`config.mk`:
```
export PLATFORM = sky130hd
export DESIGN_NAME = axil_master_bridge
export DESIGN_NICKNAME = d
export VERILOG_FILES = /design/src/rtl/axil_master_bridge.sv
export SDC_FILE = /design/constraint.sdc
export NUM_CORES = 1
export LEC_CHECK = 0
export CORE_MARGIN = 5
export CORE_UTILIZATION = 43
export CTS_CLUSTER_SIZE = 12
export DETAILED_ROUTE_END_ITERATION = 7
export PLACE_DENSITY = 0.8
export SETUP_SLACK_MARGIN = 0.2
export SYNTH_ARGS = -nofsm -noshare
export SYNTH_HDL_FRONTEND = slang
export SYNTH_SLANG_ARGS = --single-unit
```
`constraint.sdc`:
```
create_clock -name aclk -period 2.4 [get_ports aclk]
set_clock_uncertainty 0.05 [all_clocks]
set_input_delay 0.24 -clock aclk [delete_from_list [all_inputs] [get_ports aclk]]
set_output_delay 0.24 -clock aclk [all_outputs]
set_load 0.02 [all_outputs]
```
`src/rtl/axil_master_bridge.sv`:
```
// AXI-Lite single-outstanding master bridge.
// A simple valid/ready request port drives one AXI-Lite transaction at a time.
// The result comes back on a valid/ready response port.
// A watchdog aborts any transaction that the bus leaves hanging.
module axil_master_bridge #(
    parameter int ADDR_WIDTH     = 32,
    parameter int DATA_WIDTH     = 32,
    parameter int STRB_WIDTH     = DATA_WIDTH / 8,
    parameter int TIMEOUT_CYCLES = 1024
) (
    input  logic                  aclk,
    input  logic                  aresetn,
    // request side
    input  logic                  req_valid,
    output logic                  req_ready,
    input  logic                  req_we,
    input  logic [ADDR_WIDTH-1:0] req_addr,
    input  logic [DATA_WIDTH-1:0] req_wdata,
    input  logic [STRB_WIDTH-1:0] req_wstrb,
    // response side
    output logic                  rsp_valid,
    input  logic                  rsp_ready,
    output logic [DATA_WIDTH-1:0] rsp_rdata,
    output logic                  rsp_err,
    output logic                  rsp_timeout,
    // AXI-Lite master
    output logic [ADDR_WIDTH-1:0] m_axil_awaddr,
    output logic [2:0]            m_axil_awprot,
    output logic                  m_axil_awvalid,
    input  logic                  m_axil_awready,
    output logic [DATA_WIDTH-1:0] m_axil_wdata,
    output logic [STRB_WIDTH-1:0] m_axil_wstrb,
    output logic                  m_axil_wvalid,
    input  logic                  m_axil_wready,
    input  logic [1:0]            m_axil_bresp,
    input  logic                  m_axil_bvalid,
    output logic                  m_axil_bready,
    output logic [ADDR_WIDTH-1:0] m_axil_araddr,
    output logic [2:0]            m_axil_arprot,
    output logic                  m_axil_arvalid,
    input  logic                  m_axil_arready,
    input  logic [DATA_WIDTH-1:0] m_axil_rdata,
    input  logic [1:0]            m_axil_rresp,
    input  logic                  m_axil_rvalid,
    output logic                  m_axil_rready
);

    // Counter only needs to reach TIMEOUT_CYCLES-1
    localparam int              CNT_W   = (TIMEOUT_CYCLES > 1) ? $clog2(TIMEOUT_CYCLES) : 1;
    localparam logic [CNT_W-1:0] WD_LAST = CNT_W'((TIMEOUT_CYCLES > 0) ? TIMEOUT_CYCLES - 1 : 0);
    localparam bit              WD_EN   = (TIMEOUT_CYCLES != 0);

    typedef enum logic [2:0] {
        IDLE,
        WR_REQ,
        WR_RESP,
        RD_REQ,
        RD_RESP,
        RSP
    } state_t;

    state_t           state;
    logic [CNT_W-1:0] wd_cnt;
    logic             busy;
    logic             final_done;
    logic             wd_abort;
    logic             aw_ok;
    logic             w_ok;

    assign m_axil_awprot = 3'b000;
    assign m_axil_arprot = 3'b000;

    assign busy = (state == WR_REQ) || (state == WR_RESP) ||
                  (state == RD_REQ) || (state == RD_RESP);

    // A response arriving in the expiry cycle still wins over the watchdog
    assign final_done = ((state == WR_RESP) && m_axil_bvalid) ||
                        ((state == RD_RESP) && m_axil_rvalid);
    assign wd_abort   = WD_EN && busy && (wd_cnt == WD_LAST) && !final_done;

    // A channel counts as done once its valid has dropped, or if it handshakes this cycle
    assign aw_ok = !m_axil_awvalid || m_axil_awready;
    assign w_ok  = !m_axil_wvalid  || m_axil_wready;

    // Transaction FSM; every outward-facing signal is registered here
    always_ff @(posedge aclk or negedge aresetn) begin
        if (!aresetn) begin
            state          <= IDLE;
            wd_cnt         <= '0;
            req_ready      <= 1'b0;
            rsp_valid      <= 1'b0;
            rsp_rdata      <= '0;
            rsp_err        <= 1'b0;
            rsp_timeout    <= 1'b0;
            m_axil_awaddr  <= '0;
            m_axil_awvalid <= 1'b0;
            m_axil_wdata   <= '0;
            m_axil_wstrb   <= '0;
            m_axil_wvalid  <= 1'b0;
            m_axil_bready  <= 1'b0;
            m_axil_araddr  <= '0;
            m_axil_arvalid <= 1'b0;
            m_axil_rready  <= 1'b0;
        end else if (wd_abort) begin
            // Hung bus: withdraw everything and report a timeout
            m_axil_awvalid <= 1'b0;
            m_axil_wvalid  <= 1'b0;
            m_axil_bready  <= 1'b0;
            m_axil_arvalid <= 1'b0;
            m_axil_rready  <= 1'b0;
            rsp_valid      <= 1'b1;
            rsp_err        <= 1'b1;
            rsp_timeout    <= 1'b1;
            rsp_rdata      <= '0;
            state          <= RSP;
        end else begin
            if (busy) begin
                wd_cnt <= wd_cnt + 1'b1;
            end
            case (state)
                IDLE: begin
                    if (req_valid && req_ready) begin
                        req_ready <= 1'b0;
                        wd_cnt    <= '0;
                        if (req_we) begin
                            m_axil_awaddr  <= req_addr;
                            m_axil_wdata   <= req_wdata;
                            m_axil_wstrb   <= req_wstrb;
                            m_axil_awvalid <= 1'b1;
                            m_axil_wvalid  <= 1'b1;
                            state          <= WR_REQ;
                        end else begin
                            m_axil_araddr  <= req_addr;
                            m_axil_arvalid <= 1'b1;
                            state          <= RD_REQ;
                        end
                    end else begin
                        req_ready <= 1'b1;
                    end
                end
                WR_REQ: begin
                    if (m_axil_awvalid && m_axil_awready) begin
                        m_axil_awvalid <= 1'b0;
                    end
                    if (m_axil_wvalid && m_axil_wready) begin
                        m_axil_wvalid <= 1'b0;
                    end
                    if (aw_ok && w_ok) begin
                        m_axil_bready <= 1'b1;
                        state         <= WR_RESP;
                    end
                end
                WR_RESP: begin
                    if (m_axil_bvalid) begin
                        m_axil_bready <= 1'b0;
                        rsp_valid     <= 1'b1;
                        rsp_err       <= (m_axil_bresp != 2'b00);
                        rsp_timeout   <= 1'b0;
                        rsp_rdata     <= '0;
                        state         <= RSP;
                    end
                end
                RD_REQ: begin
                    if (m_axil_arready) begin
                        m_axil_arvalid <= 1'b0;
                        m_axil_rready  <= 1'b1;
                        state          <= RD_RESP;
                    end
                end
                RD_RESP: begin
                    if (m_axil_rvalid) begin
                        m_axil_rready <= 1'b0;
                        rsp_valid     <= 1'b1;
                        rsp_err       <= (m_axil_rresp != 2'b00);
                        rsp_timeout   <= 1'b0;
                        rsp_rdata     <= m_axil_rdata;
                        state         <= RSP;
                    end
                end
                RSP: begin
                    if (rsp_ready) begin
                        rsp_valid <= 1'b0;
                        req_ready <= 1'b1;
                        state     <= IDLE;
                    end
                end
                default: begin
                    state <= IDLE;
                end
            endcase
        end
    end

endmodule

```
# After elaboration in Yosys (flattened, before gate mapping)
# Cells that the tools add are included.
dict set report totals {
  register_bits 154
  latch_bits 0
  mem_bits_rw 0
  rom_bits 0
  in_bits 114
  output_inout_bits 147
  elab_cells 125
  memories 0
}
dict set report classes {
  n_addsub 1
  n_mul 0
  div_mod_pow 0
  order_cmp 0
  eq_ne 17
  shifts 0
  mux 51
  n_bitwise 2
  reduce_logical 38
}
# op n
set ops {}
lappend ops {{$mux W32} 3}
lappend ops {{$pmux W32 S2} 1}
lappend ops {{$mux W10} 3}
lappend ops {{$mux W1} 26}
lappend ops {{$reduce_and A4 Y1} 6}
lappend ops {{$mux W3} 7}
lappend ops {{$ne A3 B3 Y1 const B} 7}
lappend ops {{$pmux W3 S6} 1}
lappend ops {{$pmux W1 S2} 8}
lappend ops {{$reduce_bool A3 Y1} 5}
lappend ops {{$reduce_and A3 Y1} 4}
lappend ops {{$add A10 B1 Y10 const B} 1}
lappend ops {{$eq A10 B10 Y1 const B} 1}
lappend ops {{$ne A3 B2 Y1 const B} 3}
lappend ops {{$logic_and A1 B1 Y1} 8}
lappend ops {{$eq A3 B2 Y1 const B} 2}
lappend ops {{$eq A3 B3 Y1 const B} 2}
lappend ops {{$logic_or A1 B1 Y1} 6}
lappend ops {{$reduce_and A6 Y1} 1}
lappend ops {{$reduce_bool A2 Y1} 3}
lappend ops {{$reduce_bool A4 Y1} 1}
lappend ops {{$eq A3 B1 Y1 const B} 1}
lappend ops {{$logic_not A1 Y1} 3}
lappend ops {{$logic_not A3 Y1} 1}
lappend ops {{4 further kinds} 5}

# Depth between registers and ports, before layout
dict set report logic_depth {
  word_depth 8
  ltp_mapped 8
  mapped_depth_nobuf 5
}

# Least setup slack after synthesis
# OpenSTA, ideal clock, no wires.
dict set report synth_timing {
  kind {reg2reg}
  from {register state[0]}
  to {register state[0]}
  setup_ns 0.124
  arrival_ns 1.700
  required_time_ns 2.226
  path_slack_ns 0.526
  stages_incl_launch_ff 8
  n_path_buf 3
  period_less_slack_ns 1.874
  path_cell_list {dfrtp_1 > buf_6 > or3_4 > and3_4 > and3_4 > buf_6 > buf_6 > a211o_1}
}
dict set report synth_between {
  elab_chain_len 8
  word_cells_on_any_way 24
  classes_between {eq/ne: 11; mux: 2; reduce/logical: 11}
}
# item line
set synth_lines {}
lappend synth_lines {{start, declared} 62} ;# state_t state;
lappend synth_lines {{start signal, assigned} 88} ;# state <= IDLE;
lappend synth_lines {{start signal, assigned} 115} ;# state <= RSP;
lappend synth_lines {{start signal, assigned} 131} ;# state <= WR_REQ;
lappend synth_lines {{$eq A3 B1 Y1 or $eq A3 B2 Y1 (tied branches)} {73, 120, 77}}
lappend synth_lines {{$logic_or A1 B1 Y1 (2 in series)} 73} ;# assign busy = (state == WR_REQ) || (state == WR_RESP) ||
lappend synth_lines {{$logic_or A1 B1 Y1} 74} ;# (state == RD_REQ) || (state == RD_RESP);
lappend synth_lines {{$logic_and A1 B1 Y1 (2 in series)} 79} ;# assign wd_abort = WD_EN && busy && (wd_cnt == WD_LAST) && !final_done;
lappend synth_lines {{$ne A3 B3 Y1 (no source line) or $ne A3 B2 Y1 (tied branches)} -}
lappend synth_lines {{$reduce_and A6 Y1 (no source line)} -}
# Several ways; a longest one is shown, not always the timed one.
# A chain may end at the register's enable or synchronous reset.

# Final worst setup path
dict set report layout_timing {
  from {register state[1]}
  to {register m_axil_arvalid}
}
dict set report layout_between {
  elab_chain_len 8
  word_cells_on_any_way 21
  classes_between {eq/ne: 7; mux: 2; reduce/logical: 12}
}
# item line
set layout_lines {}
lappend layout_lines {{$eq A3 B1 Y1 or $eq A3 B2 Y1 (tied branches)} {73, 77}}
lappend layout_lines {{$logic_or A1 B1 Y1 (2 in series)} 73}
lappend layout_lines {{$logic_or A1 B1 Y1} 74}
lappend layout_lines {{$logic_and A1 B1 Y1 (2 in series)} 79}
lappend layout_lines {{$ne A3 B3 Y1 (no source line) or $reduce_bool A3 Y1 (tied branches)} -}
lappend layout_lines {{$reduce_and A4 Y1 (no source line)} -}
lappend layout_lines {{end signal, assigned} 102} ;# m_axil_arvalid <= 1'b0;
lappend layout_lines {{end signal, assigned} 109} ;# m_axil_arvalid <= 1'b0;
lappend layout_lines {{end signal, assigned} 134} ;# m_axil_arvalid <= 1'b1;
lappend layout_lines {{end, declared} 40} ;# output logic m_axil_arvalid,
# Several ways; a longest one is shown, not always the timed one.

==> metrics.md <==
| Metric | Value |
|---|---|
| Outcome | completed |
| Max Fanout on Critical Path | 11 |
| Simple-gate portion of the synthesized area | 9.81% |
| Vias in the first global route | 5338 |
| Main synth FF type | dfrtp_1 |
| WP buf/inv | 2 |
| # rows | 44 |
| Post-synthesis xor/xnor area fraction | 0.273% |
| Maxcap violations | 0 |
| Synth Area in Adders | 0.195% |
| VDD IR-drop max | 0.691 mV |
| Global-route usage over all layers | 20.4% |
| Synth area leader | dfrtp_1 |
| Mux share of post-synthesis cell area | 19.0% |
| Most frequent cells in the layout | clkdlybuf4s50_1, dfrtp_1, mux2_2 |
| Post-synthesis cell type count | 43 |
| DRT antenna net count | 0 |
| Flop pwr share | 32.8% |
| Critical path's top delay family | compound AO/OA/AOI/OAI gates |
| Root Driver | clkbuf_16 |
| Area of the mapped netlist | 6410 µm² |
| Layout Nets | 874 |
| Syn avg cell area | 12.8 µm² |
| WP data required | 2.66 ns |
| #FFs+latches synth | 154 |
| H-tree Lvls | 4 |
| Post-synth EDFFs | 0 |
| Storage element area | 3850 µm² |
| Max stage delay on crit path | 0.52 ns |
| Crit share post-route | 87.3% |
| Layout cells sized above 1 | 21.0% |
| Total routed wirelength | 17900 µm |
| Pwr Density | 1410 nW/µm² |
| DP Worst Slack | 0.241 ns |
| CP max stage cell | dfrtp_1 |
| TritonCTS clock tree | built |
| Hold WC Path Type | input pin to async pin |
| Area contributors post-synth | dfrtp_1, mux2_2, mux2_4 |
| Slew headroom | 59.8% |
| Async S/R FF share, synth | 100% |
| WS Path Type | flip-flop to flip-flop |
| Clock transition at the registers of the reported paths | 0.06 ns |
| Initial core utilization | 44.0% |
| Post-route cell area | 9850 µm² |
| Area after DPL | 9180 µm² |
| Drc violations | 0 |
| RSZ-0062 raised after global routing | false |
| Fill cells | 1018 |
| Largest net degree at the start of global routing | 62 |
| Post-route setup slack | 0.304 ns |
| Final Max Slew Viols | 0 |
| Internal power contribution | 8.89 mW |
| Switching portion of total power | 36.1% |
| Combinational cell fraction of total power | 47.3% |
| IO Port Bufs | 254 |
| Most common cell after layout, fill and taps aside | clkdlybuf4s50_1 |
| Clk sinks | 154 |
| Top cell type's share of synthesized area | 60.1% |
| Mapped Cells | 501 |
| Post-synthesis compound-gate area fraction | 6.77% |
| Vias | 4983 |
| Setup violators final | 0 |
| Drt pass-1 iters | 4 |
| Post-layout min period | 2.10 ns |
| Layout area overhead | 53.5% |
| Die Span Y | 132 µm |
| Die Area | 17500 µm² |
| F_max | 0.477 GHz |
| Deepest clock path buffer count | 2 |
| Synth warn | 0 |
| Multi-input gate area | 2370 µm² |
| DPL Wire Length | 13300 µm |
| CP Data Arrival Time | 2.36 ns |
| Pleak | 4.20 nW |
| Crit path cell chain | buf_4, nand2_1, o32a_1, and3_4, buf_12, a311oi_2 |
| Setup TNS | 0 ns |
| Worst-Skew Late Latency | 0.41 ns |
| WL per Instance | 18.7 µm |
| CP endpoint kind | flip-flop |
| Clk network pwr share | 19.9% |
| First-pass GRT wire length | 28800 µm |
| Worst slew pin tran | 0.603 ns |
| Sequential share of the synthesized area | 60.1% |
| Initial antenna violation count | 0 |
| RD Place Congestion | 0.864 |
| DRT iter0 DRCs | 175 |
| GR Overflow Total | 0 |
| Vias per Instance | 5.21 |
| CTS Buf Count | 17 |
| Final hold violation count | 0 |
| Diodes inserted | 0 |
| Core area | 14600 µm² |
| Main combinational cell family by area after synthesis | multiplexers |
| CP startpoint kind | flip-flop |
| # IOs | 261 |
| Post-Route Utilization | 67.5% |
| Psw | 5.02 mW |
| Chip Width | 132 µm |
kinds of logic after synthesis:
group | after synthesis
AOI/OAI and AO/OA | 71
muxes | 102
xor gates and xnor gates | 2
and+or+nand+nor | 130
adders and majority gates | 1
other | 1
DFF | 154
buffers and inverters | 40
synthesized netlist by cell type (4+ instances only):
cell type / instances
nand2_1: 52
nor2b_1: 4
nand3_1: 38
clkbuf_1: 11
mux2_2: 80
buf_2: 10
nor2_1: 15
a31oi_1: 7
buf_6: 6
o21ai_0: 10
mux2_4: 20
nand4_1: 4
buf_4: 9
a21oi_1: 37
dfrtp_1: 154
stage by stage:
| stage | hold WS [ns] | cells | total power [mW] |
|---|---|---|---|
| 5_1_grt | 0.336 | 956 | 14.6 |
| 3_5_place_dp | 0.209 | 922 | 11.2 |
| 6_report | 0.325 | 956 | 13.9 |
| 2_1_floorplan | -0.106 | 506 | 7.92 |
| 3_3_place_gp | 0.200 | 922 | 11.0 |
| 4_1_cts | 0.312 | 955 | 14.0 |
routing by layer:
metal  global-route usage (%)  vias up  wire (µm)
met3                     8.82       23       1760
met1                     24.1     2457       6920
met2                     33.5      231       8870
li1                         -     2272          -
met5                        0        -          0
met4                     6.80        0        311
worst reg2reg max path, stage by stage, from the launching register on:
cell	delay [ns]
dfrtp_1	0.52
buf_4	0.23
nand2_1	0.13
o32a_1	0.41
and3_4	0.26
buf_12	0.15
a311oi_2	0.24
worst paths after layout:
check | depth (start not counted) | end | slack [ns] | from
setup / recovery | 6 | m_axil_arvalid$_DFFE_PN0P_ | 0.30 | state[1]$_DFFE_PN0P_
hold / removal | 2 | m_axil_awaddr[15]$_DFFE_PN0P_ | 0.32 | aresetn
setup reg to reg | 6 | m_axil_arvalid$_DFFE_PN0P_ | 0.30 | state[1]$_DFFE_PN0P_
hold reg to reg | 1 | m_axil_wdata[21]$_DFFE_PN0P_ | 0.45 | m_axil_wdata[21]$_DFFE_PN0P_
max in group asynchronous | 3 | rsp_rdata[30]$_DFFE_PN0P_ | 1.27 | aresetn
min in group aclk | 3 | rsp_rdata[11]$_DFFE_PN0P_ | 0.34 | m_axil_rdata[11]
flip-flops by register name, summed over array words and instances, names as in the netlist:
name	count
m_axil_rready	1
m_axil_awaddr	32
m_axil_wdata	32
state	3
m_axil_wstrb	4
wd_cnt	10
m_axil_bready	1
rsp_timeout	1
m_axil_araddr	32
m_axil_wvalid	1
m_axil_arvalid	1
m_axil_awvalid	1
rsp_err	1
rsp_valid	1
req_ready	1
rsp_rdata	32
layout make-up:
class / instances / share of cell area [%]
clock inverter: 13 / 1.69
clock buffer: 19 / 4.60
tap: 184 / 2.34
multi-input combinational: 312 / 24.0
sequential: 154 / 39.1
inverter: 3 / 0.114
timing repair buffer: 271 / 28.1
power by group through the flow:
stage | Clock, mW | Sequential, mW | Combinational [mW]
after global routing | 2.95 | 4.71 | 6.97
final | 2.77 | 4.56 | 6.57
after floorplan | 0 | 5.88 | 2.04
after global placement | 0 | 4.49 | 6.47
after detailed placement | 0 | 4.59 | 6.62
after CTS | 2.84 | 4.56 | 6.64
what timing repair did:
| action | 4_1_cts | 5_1_grt |
|---|---|---|
| hold buffers | 1 | 0 |
| endpoints found under the hold margin | 59 | 0 |
| gates resized for setup | 0 | 4 |
| setup buffers | 0 | 1 |
| endpoints found under the setup margin | 0 | 46 |
Note: power is estimated with default switching activity, not from simulation.
